`config.mk`:
```
export PLATFORM = sky130hd
export DESIGN_NAME = fetch_align_flat
export DESIGN_NICKNAME = d
export VERILOG_FILES = /design/src/rtl/fetch_align_if.sv /design/src/rtl/fetch_align.sv /design/src/flat_wrapper.sv
export SDC_FILE = /design/constraint.sdc
export NUM_CORES = 1
export LEC_CHECK = 0
export BUFFER_PORTS_ARGS = -buffer_cell sky130_fd_sc_hd__buf_2
export CAP_MARGIN = 40
export CORE_MARGIN = 5
export CORE_UTILIZATION = 25
export CTS_CLUSTER_SIZE = 8
export DETAILED_ROUTE_END_ITERATION = 10
export PLACE_DENSITY = 0.45
export SKIP_LAST_GASP = 1
export SLEW_MARGIN = 20
export SYNTH_ARGS = -nofsm -noshare
export SYNTH_HDL_FRONTEND = slang
export SYNTH_SLANG_ARGS = --single-unit
export TNS_END_PERCENT = 20
```
`constraint.sdc`:
```
create_clock -name i_clk -period 2.45 [get_ports i_clk]
set_input_delay 0.3675 -clock i_clk [delete_from_list [all_inputs] [get_ports i_clk]]
set_output_delay 0.3675 -clock i_clk [all_outputs]
set_load 0.1 [all_outputs]
```
`src/rtl/fetch_align_if.sv`:
```
// rtl/fetch_align_if.sv - fetch/decode handshake bundle for the halfword aligner
interface fetch_align_if;
  logic        fetch_valid;
  logic        fetch_ready;
  logic [31:0] fetch_addr;
  logic [31:0] fetch_data;
  logic        fetch_error;
  logic        redirect;
  logic [31:0] redirect_addr;
  logic        instr_valid;
  logic        instr_ready;
  logic [31:0] instr_data;
  logic [31:0] instr_pc;
  logic        instr_compressed;
  logic        instr_error;

  modport master (
    output fetch_valid, fetch_addr, fetch_data, fetch_error,
    output redirect, redirect_addr, instr_ready,
    input  fetch_ready, instr_valid, instr_data, instr_pc,
    input  instr_compressed, instr_error
  );

  modport slave (
    input  fetch_valid, fetch_addr, fetch_data, fetch_error,
    input  redirect, redirect_addr, instr_ready,
    output fetch_ready, instr_valid, instr_data, instr_pc,
    output instr_compressed, instr_error
  );
endinterface

```
`src/rtl/fetch_align.sv`:
```
// rtl/fetch_align.sv - halfword instruction aligner between fetch port and decode
// COMPRESS_EN defined: 3-halfword buffer with RVC support; undefined: one word per instruction.
module fetch_align (
  input  logic          i_clk,
  input  logic          i_rst_n,
  fetch_align_if.slave  io_bus
);
  localparam logic [0:0] S_RUN   = 1'b0;
  localparam logic [0:0] S_FAULT = 1'b1;

  logic [0:0]  r_state;
  logic [31:0] r_head_pc;
  logic [31:0] r_fetch_pc;
  logic        w_valid;
  logic        w_fire;
  logic        w_match;
  logic        w_pop;
  logic        w_unused;

  assign w_unused = ^{io_bus.fetch_addr[1:0], io_bus.redirect_addr[0]};
  assign w_fire   = io_bus.fetch_valid && io_bus.fetch_ready;
  assign w_match  = w_fire && (r_state == S_RUN) &&
                    (io_bus.fetch_addr[31:2] == r_fetch_pc[31:2]);
  assign w_pop    = w_valid && io_bus.instr_ready;

`ifdef COMPRESS_EN
  logic [15:0] r_hw [3];
  logic [2:0]  r_he;
  logic [1:0]  r_count;
  logic        r_skip;
  logic        w_h0_full;
  logic        w_len2;
  logic        w_err_out;
  logic [1:0]  w_popn;
  logic [1:0]  w_rem;
  logic [15:0] w_hw [3];
  logic [2:0]  w_he;
  logic [1:0]  w_count;

  // A faulted head halfword is emitted alone regardless of its length bits.
  assign w_h0_full = (r_hw[0][1:0] == 2'b11);
  assign w_len2    = w_h0_full && !r_he[0];
  assign w_valid   = (r_state == S_RUN) && (r_count != 2'd0) &&
                     (!w_len2 || (r_count >= 2'd2));
  assign w_err_out = r_he[0] || (w_len2 && r_he[1]);

  assign io_bus.fetch_ready      = (r_state == S_FAULT) || (r_count <= 2'd1);
  assign io_bus.instr_valid      = w_valid;
  assign io_bus.instr_data       = (!w_valid || r_he[0]) ? 32'h0 :
                                   (w_len2 ? {r_hw[1], r_hw[0]} : {16'h0, r_hw[0]});
  assign io_bus.instr_pc         = w_valid ? r_head_pc : 32'h0;
  assign io_bus.instr_compressed = w_valid && !w_h0_full && !r_he[0];
  assign io_bus.instr_error      = w_valid && w_err_out;

  always_comb begin
    w_popn = w_pop ? (w_len2 ? 2'd2 : 2'd1) : 2'd0;
    w_rem  = r_count - w_popn;
    for (int i = 0; i < 3; i++) w_hw[i] = 16'h0;
    w_he   = 3'b000;
    case (w_popn)
      2'd1: begin
        w_hw[0]   = r_hw[1];
        w_hw[1]   = r_hw[2];
        w_he[1:0] = r_he[2:1];
      end
      2'd2: begin
        w_hw[0] = r_hw[2];
        w_he[0] = r_he[2];
      end
      default: begin
        w_hw = r_hw;
        w_he = r_he;
      end
    endcase
    w_count = w_rem;
    // Appends land right after the survivors; a push needs count<=1 so w_rem<=1.
    if (w_match) begin
      if (r_skip) begin
        w_hw[w_rem] = io_bus.fetch_data[31:16];
        w_he[w_rem] = io_bus.fetch_error;
        w_count     = w_rem + 2'd1;
      end else begin
        w_hw[w_rem]         = io_bus.fetch_data[15:0];
        w_he[w_rem]         = io_bus.fetch_error;
        w_hw[w_rem + 2'd1]  = io_bus.fetch_data[31:16];
        w_he[w_rem + 2'd1]  = io_bus.fetch_error;
        w_count             = w_rem + 2'd2;
      end
    end
  end

  always_ff @(posedge i_clk or negedge i_rst_n) begin
    if (!i_rst_n) begin
      r_state    <= S_RUN;
      r_count    <= 2'd0;
      r_head_pc  <= 32'h0;
      r_fetch_pc <= 32'h0;
      r_skip     <= 1'b0;
      r_hw       <= '{default: 16'h0};
      r_he       <= 3'b000;
    end else if (io_bus.redirect) begin
      r_state    <= S_RUN;
      r_count    <= 2'd0;
      r_head_pc  <= {io_bus.redirect_addr[31:1], 1'b0};
      r_fetch_pc <= {io_bus.redirect_addr[31:2], 2'b00};
      r_skip     <= io_bus.redirect_addr[1];
    end else if (r_state == S_FAULT) begin
      r_count <= 2'd0;
    end else if (w_pop && w_err_out) begin
      r_state <= S_FAULT;
      r_count <= 2'd0;
    end else begin
      r_count <= w_count;
      r_hw    <= w_hw;
      r_he    <= w_he;
      if (w_pop) r_head_pc <= r_head_pc + {29'h0, w_popn, 1'b0};
      if (w_match) begin
        r_fetch_pc <= r_fetch_pc + 32'd4;
        r_skip     <= 1'b0;
      end
    end
  end
`else
  logic [31:0] r_word;
  logic        r_werr;
  logic        r_full;

  assign w_valid = (r_state == S_RUN) && r_full;

  assign io_bus.fetch_ready      = (r_state == S_FAULT) || !r_full;
  assign io_bus.instr_valid      = w_valid;
  assign io_bus.instr_data       = (w_valid && !r_werr) ? r_word : 32'h0;
  assign io_bus.instr_pc         = w_valid ? r_head_pc : 32'h0;
  assign io_bus.instr_compressed = 1'b0;
  assign io_bus.instr_error      = w_valid && r_werr;

  // A halfword-aligned redirect target cannot be fetched as a word: emit a fault there.
  always_ff @(posedge i_clk or negedge i_rst_n) begin
    if (!i_rst_n) begin
      r_state    <= S_RUN;
      r_head_pc  <= 32'h0;
      r_fetch_pc <= 32'h0;
      r_word     <= 32'h0;
      r_werr     <= 1'b0;
      r_full     <= 1'b0;
    end else if (io_bus.redirect) begin
      r_state    <= S_RUN;
      r_head_pc  <= {io_bus.redirect_addr[31:1], 1'b0};
      r_fetch_pc <= {io_bus.redirect_addr[31:2], 2'b00};
      r_word     <= 32'h0;
      r_werr     <= io_bus.redirect_addr[1];
      r_full     <= io_bus.redirect_addr[1];
    end else if (r_state == S_FAULT) begin
      r_full <= 1'b0;
    end else if (w_pop && r_werr) begin
      r_state <= S_FAULT;
      r_full  <= 1'b0;
    end else begin
      if (w_pop) r_full <= 1'b0;
      if (w_match) begin
        r_full     <= 1'b1;
        r_word     <= io_bus.fetch_data;
        r_werr     <= io_bus.fetch_error;
        r_head_pc  <= r_fetch_pc;
        r_fetch_pc <= r_fetch_pc + 32'd4;
      end
    end
  end
`endif
endmodule
```
`src/flat_wrapper.sv`:
```
// flat-port wrapper written by rule: the top's interface ports become plain ports
module fetch_align_flat 
  (i_clk, i_rst_n, io_bus_fetch_valid, io_bus_fetch_addr, io_bus_fetch_data, io_bus_fetch_error, io_bus_redirect, io_bus_redirect_addr, io_bus_instr_ready, io_bus_fetch_ready, io_bus_instr_valid, io_bus_instr_data, io_bus_instr_pc, io_bus_instr_compressed, io_bus_instr_error);
  fetch_align_if io_bus_i ();
  input  logic i_clk;
  input  logic i_rst_n;
  input wire logic [$bits(io_bus_i.fetch_valid)-1:0] io_bus_fetch_valid;
  input wire logic [$bits(io_bus_i.fetch_addr)-1:0] io_bus_fetch_addr;
  input wire logic [$bits(io_bus_i.fetch_data)-1:0] io_bus_fetch_data;
  input wire logic [$bits(io_bus_i.fetch_error)-1:0] io_bus_fetch_error;
  input wire logic [$bits(io_bus_i.redirect)-1:0] io_bus_redirect;
  input wire logic [$bits(io_bus_i.redirect_addr)-1:0] io_bus_redirect_addr;
  input wire logic [$bits(io_bus_i.instr_ready)-1:0] io_bus_instr_ready;
  output wire logic [$bits(io_bus_i.fetch_ready)-1:0] io_bus_fetch_ready;
  output wire logic [$bits(io_bus_i.instr_valid)-1:0] io_bus_instr_valid;
  output wire logic [$bits(io_bus_i.instr_data)-1:0] io_bus_instr_data;
  output wire logic [$bits(io_bus_i.instr_pc)-1:0] io_bus_instr_pc;
  output wire logic [$bits(io_bus_i.instr_compressed)-1:0] io_bus_instr_compressed;
  output wire logic [$bits(io_bus_i.instr_error)-1:0] io_bus_instr_error;
  assign io_bus_i.fetch_valid = io_bus_fetch_valid;
  assign io_bus_i.fetch_addr = io_bus_fetch_addr;
  assign io_bus_i.fetch_data = io_bus_fetch_data;
  assign io_bus_i.fetch_error = io_bus_fetch_error;
  assign io_bus_i.redirect = io_bus_redirect;
  assign io_bus_i.redirect_addr = io_bus_redirect_addr;
  assign io_bus_i.instr_ready = io_bus_instr_ready;
  assign io_bus_fetch_ready = io_bus_i.fetch_ready;
  assign io_bus_instr_valid = io_bus_i.instr_valid;
  assign io_bus_instr_data = io_bus_i.instr_data;
  assign io_bus_instr_pc = io_bus_i.instr_pc;
  assign io_bus_instr_compressed = io_bus_i.instr_compressed;
  assign io_bus_instr_error = io_bus_i.instr_error;
  fetch_align u_core (.i_clk(i_clk), .i_rst_n(i_rst_n), .io_bus(io_bus_i));
endmodule
```
==> flow_metrics.tcl <==
set metrics [dict create \
    period_needed_ns 2.222 \
    drc 0 \
    grt_start_max_net_pins 93 \
    status "finished, final reports clean" \
    synth_area_um2 5572 \
    worstPathMaxFanout 22 \
    postCtsSetupBuffers 0 \
    crit_path_end_kind "flip-flop" \
    fillers 2256 \
    ir_drop_v 0.0003132 \
    cts.sinks 97 \
    crit_chain "xnor2_1 -> nand4_1 -> nor4_2 -> and3_1 -> buf_4 -> nor3_1 -> a221oi_1" \
    grt_pass1_vias 5347 \
    p_leak_nw 3.467 \
    start_util_pct 25.45 \
    post-route-period-util_pct 90.71 \
    rsz0062_at_grt "no" \
    fin_ws_ns 0.2277 \
    first_pass_iters 4 \
    crit_path_start_kind "flip-flop" \
    hp-class "input pin to flip-flop" \
    ys_seq_area_share_pct 43.57 \
    synth_cells 649 \
    wire_per_inst_um 17.42 \
    slowest_stage "dfrtp_1" \
    dp_hpwl_um 14180 \
    p_total_mw 4.614 \
    multi_input_area_um2 2826 \
    cap_viol_max_count 0 \
    cts.clk_slew.worst_paths_ns 0.08 \
    achievable-frequency_mhz 450.0 \
    clock_skew_ns 0.01245 \
    antenna_found_initial 0 \
    setup_viol 0 \
    avgSynthCellArea_um2 8.585 \
    fp.coreArea_um2 21890 \
    final_max_slew_viol_count 0 \
    p_per_area_nw_per_um2 563.3 \
    required_ns 2.69 \
    cts-root-buf "clkbuf_16" \
    postRouteAntennaNets 0 \
    clock_latency_ns 0.36 \
    io_buffers 165 \
    async_flop_share_pct 100.0 \
    detailedPlace.worstSlack_ns 0.1903 \
    grt_usage_pct 15.02 \
    final_nets 920 \
    gp_congestion 0.8295 \
    syn2layout_area_growth_pct 47.02 \
    cts_tree "done" \
    tns_ns 0 \
    ys_ff_latch 97 \
    synth_warnings 0 \
    crit_type "flip-flop to flip-flop" \
    routed_via_density 4.763 \
    ios 170 \
    synth_cell_types 52 \
    syn_nets 752 \
    grt_pass1_wl_um 30840 \
    crit_arrival_ns 2.47 \
    diodes 0 \
    die_y_um 159.3 \
    holdWs_ns 0.2390 \
    wl_um 19180 \
    die_w_um 159.3 \
    drive_gt1_share_pct 30.45 \
    h-tree-depth 3 \
    cts_buffers 9 \
    drt_iter0_markers 312 \
    cts.path.max_buffers 2 \
    synth_flop_cell "dfrtp_1" \
    die_area_um2 25370 \
    seq_area_um2 2427 \
    vias 5244 \
    num_rows 54 \
    cp_slowest_stage_delay_ns 0.41 \
    grt_overflow 0 \
    finish.utilization_pct 37.42 \
    synth_edf_count 0 \
    finalHoldViolations 0 \
]
layer usage:
metal  vias to the layer above  wire length (um)  GRT usage, %
li1                       2592                 -             -
met1                      2472              9501         21.64
met2                       161              8565         22.76
met3                        19               800         3.339
met4                         0               314         3.994
met5                         -                 0             0
through the flow:
step	instance area [um^2]	cells
after floorplan	5593	649
after global placement	7871	1085
after detailed placement	7871	1085
after CTS	8184	1101
after global routing	8192	1101
final	8192	1101
layout make-up:
cell class / instances / area share [%]
inverter: 18 / 0.8248
tap: 280 / 4.277
clock buffer: 10 / 2.917
timing repair buffer: 211 / 27.07
clock inverter: 5 / 0.7790
multi-input combinational: 480 / 34.50
sequential: 97 / 29.63
sequential cells by signal (all words and copies together) (netlist names):
register and count:
u_core.r_word 32, u_core.r_werr 1, u_core.r_full 1, u_core.r_state 1, u_core.r_head_pc 32, u_core.r_fetch_pc 30
final timing paths:
kind,endpoint,startpoint,slack (ns),cells past startpoint
max reg2reg,u_core.r_head_pc[19]$_DFFE_PN0P_,u_core.r_fetch_pc[5]$_DFFE_PN0P_,0.23,7
max in group asynchronous,u_core.r_fetch_pc[18]$_DFFE_PN0P_,i_rst_n,1.33,3
max,u_core.r_head_pc[19]$_DFFE_PN0P_,u_core.r_fetch_pc[5]$_DFFE_PN0P_,0.23,7
min,u_core.r_word[17]$_DFFE_PN0P_,io_bus_fetch_data[17],0.24,3
min reg2reg,u_core.r_head_pc[0]$_DFFE_PN0P_,u_core.r_head_pc[0]$_DFFE_PN0P_,0.51,1
min in group asynchronous,u_core.r_word[24]$_DFFE_PN0P_,i_rst_n,0.41,2
worst max-delay path, delay by kind of cell (launching register included):
kind	cells	cell delay (ns)
buffers and inverters	1	0.27
xor gates and xnor gates	1	0.30
AOI/OAI and AO/OA	1	0.23
and+or+nand+nor	4	0.89
DFF	1	0.41
what timing repair did:
action,CTS,global route
hold endpoints to repair,13,0
endpoints found under the setup margin,0,9
hold buffers,1,0
resized for setup,0,1
power breakdown:
group	total, mW	internal, mW	switching [mW]
registers	1.78	1.70	0.0847
clock network	1.49	0.824	0.669
logic	1.34	0.493	0.847
total	4.61	3.01	1.60
cells by family after synthesis:
kind of cell | share of synthesized area, %
XOR/XNOR | 5.143
buffers and inverters | 6.220
multiplexers | 0.1797
other | 0.06731
adder cells (fa/ha/maj) | 0.2245
AND/OR/NAND/NOR | 30.81
flip-flops | 43.57
AO/OA/AOI/OAI | 13.79
synthesized netlist by cell type, types with 6 or more instances:
| cell | count | area, um^2 |
|---|---|---|
| nand2_1 | 106 | 397.9 |
| dfrtp_1 | 97 | 2427 |
| and2_1 | 64 | 400.4 |
| nor2_1 | 47 | 176.4 |
| a21oi_1 | 40 | 200.2 |
| clkbuf_1 | 29 | 108.9 |
| xnor2_1 | 26 | 227.7 |
| a31oi_1 | 23 | 143.9 |
| nor3_1 | 23 | 115.1 |
| nand4_1 | 22 | 137.6 |
| inv_1 | 18 | 67.56 |
| nand3_1 | 16 | 80.08 |
| and3_1 | 10 | 62.56 |
| buf_2 | 10 | 50.05 |
| a221oi_1 | 9 | 78.83 |
| and4_1 | 8 | 70.07 |
| o31ai_1 | 8 | 60.06 |
| or4_1 | 8 | 60.06 |
| buf_4 | 7 | 52.55 |
| nand2b_1 | 7 | 43.79 |
| a211oi_1 | 6 | 45.04 |
| o311a_1 | 6 | 60.06 |
placed cells by master (no fill, tap or decap), types with 5 or more instances in the layout:
| cell type | netlist | final |
|---|---|---|
| and2_1 | 64 | 52 |
| nor4_1 | 5 | 5 |
| or4_1 | 8 | 8 |
| and2_2 | 0 | 12 |
| o31ai_1 | 8 | 8 |
| a21oi_1 | 40 | 40 |
| clkbuf_16 | 0 | 9 |
| and4_1 | 8 | 7 |
| o21ai_0 | 5 | 5 |
| dfrtp_1 | 97 | 97 |
| buf_12 | 0 | 70 |
| nand3_1 | 16 | 16 |
| xnor2_1 | 26 | 25 |
| nor3_1 | 23 | 23 |
| nor2_1 | 47 | 46 |
| a221oi_1 | 9 | 9 |
| buf_2 | 10 | 98 |
| nand2b_1 | 7 | 6 |
| o311a_1 | 6 | 6 |
| inv_1 | 18 | 18 |
| a31oi_1 | 23 | 23 |
| and3_1 | 10 | 10 |
| nand2_1 | 106 | 106 |
| nand4_1 | 22 | 22 |
| o31a_1 | 5 | 5 |
| a211oi_1 | 6 | 6 |
| buf_4 | 7 | 42 |
Note: power is estimated with default switching activity, not from simulation.
